<file path="src/rtl/sort_pkg.sv">
// Shared types and defaults for the sort sequencer and its snapshot store.
package sort_pkg;

    localparam int N_DEF      = 64;
    localparam int DW_DEF     = 8;
    localparam int AW_DEF     = 8;
    localparam int SETTLE_DEF = 1;

    typedef enum logic [2:0] {
        ST_IDLE,
        ST_PREFETCH,
        ST_LOAD,
        ST_SETTLE,
        ST_DRAIN
    } state_t;

    // Width of a packed bus holding n slices of w bits.
    function automatic int bus_w(input int n, input int w);
        return n * w;
    endfunction

    // Counter width for 0..n inclusive (n is a power of two).
    function automatic int cnt_w(input int n);
        return $clog2(n) + 1;
    endfunction

endpackage

</file>
<file path="src/rtl/sort_snapshot.sv">
// Capture registers for the Sorter's packed outputs plus the drain read mux.
module sort_snapshot
    import sort_pkg::*;
#(
    parameter int N  = N_DEF,
    parameter int DW = DW_DEF,
    parameter int AW = AW_DEF,
    localparam int LW = $clog2(N)
) (
    input  logic                      clk,
    input  logic                      rst,
    input  logic                      cap,
    input  logic [bus_w(N, DW)-1:0]   sorted_data,
    input  logic [bus_w(N, AW)-1:0]   sorted_addr,
    input  logic [LW-1:0]             sel,
    output logic [DW-1:0]             snap_data,
    output logic [AW-1:0]             snap_addr
);

    logic [bus_w(N, DW)-1:0] data_q;
    logic [bus_w(N, AW)-1:0] addr_q;

    always_ff @(posedge clk) begin
        if (!rst) begin
            data_q <= '0;
            addr_q <= '0;
        end else if (cap) begin
            data_q <= sorted_data;
            addr_q <= sorted_addr;
        end
    end

    assign snap_data = data_q[sel * DW +: DW];
    assign snap_addr = addr_q[sel * AW +: AW];

endmodule

</file>
<file path="src/rtl/sort_ctrl.sv">
// Sequencer that loads N memory words into an external Sorter, snapshots the
// sorted result and drains it as (data, addr) pairs over a valid/ready stream.
//
// state    | meaning
// ---------|---------------------------------------------------------------
// IDLE     | Sorter held in reset, waiting for start
// PREFETCH | issue read of word 0 so data lines up with the first load
// LOAD     | stream word k with index k into the Sorter, read word k+1
// SETTLE   | hold Sorter inputs, snapshot on the last settle edge
// DRAIN    | present snapshot entry idx until out_ready, Sorter in reset
module sort_ctrl
    import sort_pkg::*;
#(
    parameter int N      = N_DEF,
    parameter int DW     = DW_DEF,
    parameter int AW     = AW_DEF,
    parameter int SETTLE = SETTLE_DEF
) (
    input  logic                     clk,
    input  logic                     rst,
    input  logic                     start,
    output logic                     busy,
    output logic                     done,
    output logic                     rd_en,
    output logic [AW-1:0]            rd_addr,
    input  logic [DW-1:0]            rd_data,
    output logic                     sorter_rst,
    output logic [DW-1:0]            sorter_data,
    output logic [AW-1:0]            sorter_addr,
    input  logic [bus_w(N, DW)-1:0]  sorted_data,
    input  logic [bus_w(N, AW)-1:0]  sorted_addr,
    output logic                     out_valid,
    input  logic                     out_ready,
    output logic [DW-1:0]            out_data,
    output logic [AW-1:0]            out_addr,
    output logic                     out_last
);

    localparam int CW  = cnt_w(N);
    localparam int LW  = $clog2(N);
    localparam int STW = (SETTLE > 1) ? $clog2(SETTLE) : 1;

    state_t          state, state_nxt;
    logic [CW-1:0]   k, idx;
    logic [STW-1:0]  settle_cnt;
    logic [DW-1:0]   hold_data;
    logic [AW-1:0]   hold_addr;
    logic            done_q;
    logic            load_last, idx_last, settle_tc, hs, cap;
    logic [LW-1:0]   k_inc;
    logic [DW-1:0]   snap_data;
    logic [AW-1:0]   snap_addr;

    assign load_last = (k == CW'(N - 1));
    assign idx_last  = (idx == CW'(N - 1));
    assign settle_tc = (settle_cnt == '0);
    assign k_inc     = k[LW-1:0] + LW'(1);
    assign hs        = out_valid & out_ready;
    assign cap       = (state == ST_SETTLE) && settle_tc;

    sort_snapshot #(
        .N  (N),
        .DW (DW),
        .AW (AW)
    ) u_snapshot (
        .clk         (clk),
        .rst         (rst),
        .cap         (cap),
        .sorted_data (sorted_data),
        .sorted_addr (sorted_addr),
        .sel         (idx[LW-1:0]),
        .snap_data   (snap_data),
        .snap_addr   (snap_addr)
    );

    always_ff @(posedge clk) begin
        if (!rst) begin
            state      <= ST_IDLE;
            k          <= '0;
            idx        <= '0;
            settle_cnt <= '0;
            hold_data  <= '0;
            hold_addr  <= '0;
            done_q     <= 1'b0;
        end else begin
            state  <= state_nxt;
            done_q <= (state == ST_DRAIN) && hs && idx_last;
            case (state)
                ST_PREFETCH: k <= '0;
                ST_LOAD: begin
                    k         <= k + 1'b1;
                    hold_data <= rd_data;
                    hold_addr <= AW'(k[LW-1:0]);
                    if (load_last)
                        settle_cnt <= STW'(SETTLE - 1);
                end
                ST_SETTLE: begin
                    if (!settle_tc)
                        settle_cnt <= settle_cnt - 1'b1;
                    else
                        idx <= '0;
                end
                ST_DRAIN: if (hs) idx <= idx + 1'b1;
                default: ;
            endcase
        end
    end

    always_comb begin
        state_nxt   = state;
        busy        = 1'b1;
        done        = 1'b0;
        rd_en       = 1'b0;
        rd_addr     = '0;
        sorter_rst  = 1'b1;
        sorter_data = '0;
        sorter_addr = '0;
        out_valid   = 1'b0;
        out_data    = '0;
        out_addr    = '0;
        out_last    = 1'b0;
        case (state)
            ST_IDLE: begin
                busy = 1'b0;
                done = done_q;
                if (start)
                    state_nxt = ST_PREFETCH;
            end
            ST_PREFETCH: begin
                rd_en     = 1'b1;
                state_nxt = ST_LOAD;
            end
            ST_LOAD: begin
                sorter_rst  = 1'b0;
                sorter_data = rd_data;
                sorter_addr = AW'(k[LW-1:0]);
                if (!load_last) begin
                    rd_en   = 1'b1;
                    rd_addr = AW'(k_inc);
                end else begin
                    state_nxt = ST_SETTLE;
                end
            end
            ST_SETTLE: begin
                sorter_rst  = 1'b0;
                sorter_data = hold_data;
                sorter_addr = hold_addr;
                if (settle_tc)
                    state_nxt = ST_DRAIN;
            end
            ST_DRAIN: begin
                out_valid = 1'b1;
                out_data  = snap_data;
                out_addr  = snap_addr;
                out_last  = idx_last;
                if (out_ready && idx_last)
                    state_nxt = ST_IDLE;
            end
            default: state_nxt = ST_IDLE;
        endcase
        // Reset wins immediately so an abort never leaks a partial drain.
        if (!rst) begin
            state_nxt   = ST_IDLE;
            busy        = 1'b0;
            done        = 1'b0;
            rd_en       = 1'b0;
            rd_addr     = '0;
            sorter_rst  = 1'b1;
            sorter_data = '0;
            sorter_addr = '0;
            out_valid   = 1'b0;
            out_data    = '0;
            out_addr    = '0;
            out_last    = 1'b0;
        end
    end

endmodule

</file>
<file path="config.mk">
export PLATFORM = sky130hd
export DESIGN_NAME = sort_ctrl
export DESIGN_NICKNAME = d
export VERILOG_FILES = /design/src/rtl/sort_pkg.sv /design/src/rtl/sort_snapshot.sv /design/src/rtl/sort_ctrl.sv
export SDC_FILE = /design/constraint.sdc
export NUM_CORES = 2
export LEC_CHECK = 0
export ABC_AREA = 1
export CAP_MARGIN = 20
export CORE_AREA = 2 2 415 417
export DETAILED_ROUTE_END_ITERATION = 8
export DIE_AREA = 0 0 417 419
export HOLD_SLACK_MARGIN = 0.15
export PLACE_DENSITY = 0.61
export SETUP_SLACK_MARGIN = 0.4
export SLEW_MARGIN = 15
export SYNTH_ARGS = -nofsm -noshare
export SYNTH_HDL_FRONTEND = slang
export SYNTH_SLANG_ARGS = --single-unit
</file>
<file path="constraint.sdc">
create_clock -name clk -period 2.4 [get_ports clk]
set_input_delay 0.36 -clock clk [delete_from_list [all_inputs] [get_ports clk]]
set_output_delay 0.36 -clock clk [all_outputs]
set_load 0.01 [all_outputs]
</file>
==> out/results.tsv <==
stage	metric	value	unit
routing	viasPerCell	4.93	
floorplan	coreArea	171000	sq um
worst_setup_path	end_kind	primary output	
worst_hold_path	hold_path.class	primary input to flop	
synthesis	yosys_warnings	0	
worst_setup_path	start_kind	flop	
floorplan	chipWidth	417	microns
timing	finalCritPeriodShare	1.50	
clocking	worstSkewPairLatency	0.77	ns
placed_design	port_buffers	1077	
worst_setup_path	crit_required	2.04	ns
routing	first_pass_iters	9	
synthesis	async_reset_ff_frac	0	
synthesis	synth_edf_count	0	
timing	setup_ws	-1.19	ns
worst_setup_path	worstRegToRegCells	7	
power_and_ir_drop	leakage	27.4	nW
worst_hold_path	hold_start	sorted_data[183]	
final_layout	final_cells	10800	
worst_setup_path	cp.arrival	3.23	ns
placed_design	place_hpwl	170000	microns
floorplan	io_pins	1082	
status	violations	negative setup slack	
worst_setup_path	worstReg2RegStart	state[1]	
clocking	cts_buffers	118	
power_and_ir_drop	p_per_area	729	nW/um^2
grt	grt_pass1_wl	328000	microns
routing	wl_per_cell	21.9	microns
placed_design	placed_area	63100	sq um
synthesis	synth-seq-cells	1056	
synthesis	syn_area	47900	sq um
placed_design	dpl.cell_count	10500	
final_layout	final_area	71100	sq um
timing	fin_skew	0.0524	ns
worst_setup_path	rrSetupSlack	0.44	ns
clocking	cts.reportedPaths.clkPinSlew	0.06	ns
grt	first_global_vias	50500	
routing	drt_iter0_drc	5012	
timing	grt_setup_unrepaired	yes	
grt	grt_max_degree	257	
timing	fmax	0.278	GHz
worst_setup_path	path_max_fanout	39	
synthesis	syn_avg_cell_area	6.53	sq um
clocking	htree_levels	3	
synthesis	ys.flop_type	dfxtp_1	
grt	overflow	0	
final_layout	finalNetCount	9518	
floorplan	fp.dieArea	175000	sq um
floorplan	die-height	419	microns
status	status	finished with violations	
timing	hold_violations	0	
clocking	cts.sinks	1056	
power_and_ir_drop	irDropWorstVdd	0.640	mV
timing	setup_viol	30	
synthesis	yosys.cell_types.count	30	
timing	tightest_slew	1.16	ns
final_layout	layout-drive-gt1-share	0.122	
timing	min_period	3.59	ns
clocking	cts-root-buf	clkbuf_16	
final_layout	syn2layout_area_growth	48.6	%
routing	post-route-drc-count	0	
placed_design	place_congestion	0.947	
routing	vias	53500	
worst_setup_path	r2r_end	u_snapshot.data_q[81]	
floorplan	rows	152	
routing	totalWireLength	238000	microns
worst_hold_path	min_to	u_snapshot.data_q[183]	
synthesis	yosysSeqAreaShare	0.442	
timing	maxSlewHeadroom	0.228	
timing	finalMaxSlewViolations	0	
grt	grt_util_all_layers	0.251	
flow_run	max_cap_violations	0	
routing	ant_nets	0	
worst_hold_path	worstHoldPathCells	3	
worst_setup_path	critical_path_class	flop to primary output	
synthesis	synthCells	7325	
clocking	cts_buffer_depth	3	
clocking	cts_tree	yes	
grt	antenna_found_initial	51	
floorplan	start_util	0.281	
-- cells in the final DEF (no fill, tap or decap), types with 21 or more instances in the layout --
master              n
clkbuf_16         142
buf_16             35
inv_1             537
diode_2            40
clkbuf_1           24
dfxtp_1          1044
nor2_4             43
nand2_2            60
buf_4             299
nor2_1           1688
nand2_1          1151
o21ai_1            39
a21oi_2            24
nand3_2            57
buf_6              68
nor2_2             35
clkbuf_8           31
a21oi_1           532
o21ai_0          1095
buf_12             90
clkdlybuf4s50_1  1034
clkinv_2           21
nand3_1           363
-- critical path, stage by stage, from the launching register on --
cell	delay, ns
dfxtp_4	0.45
buf_6	0.17
buf_12	0.16
buf_12	0.21
nor2_1	0.07
nor2_1	0.26
nand2_1	0.09
nand3_1	0.22
nand3_2	0.16
nand2_2	0.13
nand2_1	0.07
nand2_1	0.05
nor2_1	0.04
nor2_1	0.08
buf_4	0.19
buf_12	0.11
-- layer usage --
metal | vias up | part of all wire | global-route usage | routed length [microns]
met2 | 2131 | 0.49 | 0.434 | 117000
met3 | 484 | 0.052 | 0.0300 | 12500
met1 | 25200 | 0.39 | 0.297 | 93400
li1 | 25600 | - | - | -
met4 | 12 | 0.062 | 0.154 | 14800
met5 | - | 0.00035 | 0 | 84
-- logic make-up (layout without fill, tap and decap cells) --
logic type,after synthesis,after routing,synth area share
and+or+nand+nor,3440,3440,0.282
AOI/OAI and AO/OA,1703,1703,0.179
buffers and inverters,1123,2371,0.0974
DFF,1056,1056,0.442
adders and majority gates,2,2,0.000523
other,1,44,0.0000784
-- cell type report --
cell class                 count  area [sq um]
timing repair inverter         1          8.76
clock buffer                 174          3490
clock inverter                42           553
sequential                  1056         21200
inverter                     560          2150
timing repair buffer        1594         17400
tap                         2233          2790
fill                       17400         99500
antenna                       40           100
multi-input combinational   5149         23400
-- power breakdown --
part	total [mW]	leakage (nW)	internal, mW	switching [mW]
logic	13.0	16.9	5.65	7.30
registers	20.0	8.55	19.2	0.787
clock network	18.9	1.98	10.9	8.00
-- flip-flops by register name, summed over array words and instances, names as in the netlist --
signal,flops
done_q,1
hold_addr,6
hold_data,8
idx,7
k,7
state,3
u_snapshot.addr_q,512
u_snapshot.data_q,512
-- metrics by stage --
stage | utilization | hold slack, ns | setup slack [ns] | total power [mW] | TNS (ns)
floorplan | - | 0.429 | 0.514 | 26.1 | 0
global placement | 0.370 | 0.436 | -1.32 | 31.4 | -11.40
detailed placement | 0.370 | 0.440 | -1.31 | 31.5 | -11.37
CTS | 0.406 | 0.154 | -1.20 | 51.3 | -21.27
global route | 0.417 | 0.182 | -1.29 | 54.1 | -23.39
finish | 0.417 | 0.226 | -1.19 | 51.9 | -18.64
-- Yosys cell counts (5+ instances only) --
library cell,instances,share of area
a21oi_1,559,0.058
buf_1,22,0.0017
buf_2,150,0.016
buf_4,35,0.0055
buf_6,15,0.0035
clkbuf_1,340,0.027
clkinv_1,5,0.00039
dfxtp_1,1056,0.44
inv_1,550,0.043
nand2_1,1232,0.097
nand3_1,433,0.045
nor2_1,1765,0.14
o21ai_0,1113,0.12
o21ai_1,24,0.0025
-- worst max-delay path by stage --
stage                        to    from  cells after the start  slack (ns)
floorplan           out_data[6]  idx[0]                     14        0.51
global placement    out_addr[1]  idx[0]                     16       -1.32
detailed placement  out_addr[1]  idx[0]                     16       -1.31
CTS                 out_addr[6]  idx[1]                     16       -1.20
global route        out_addr[2]  idx[0]                     17       -1.29
finish              out_addr[2]  idx[0]                     15       -1.19
-- what timing repair did --
item | in CTS | in global routing
cloned | 22 | 24
buffers inserted | 54 | 32
endpoints found under the hold margin | 8 | 0
resized for setup | 410 | 242
hold buffers | 2 | 0
pin swaps | 54 | 85
endpoints found under the setup margin | 80 | 588
Note: power is estimated with default switching activity, not from simulation.
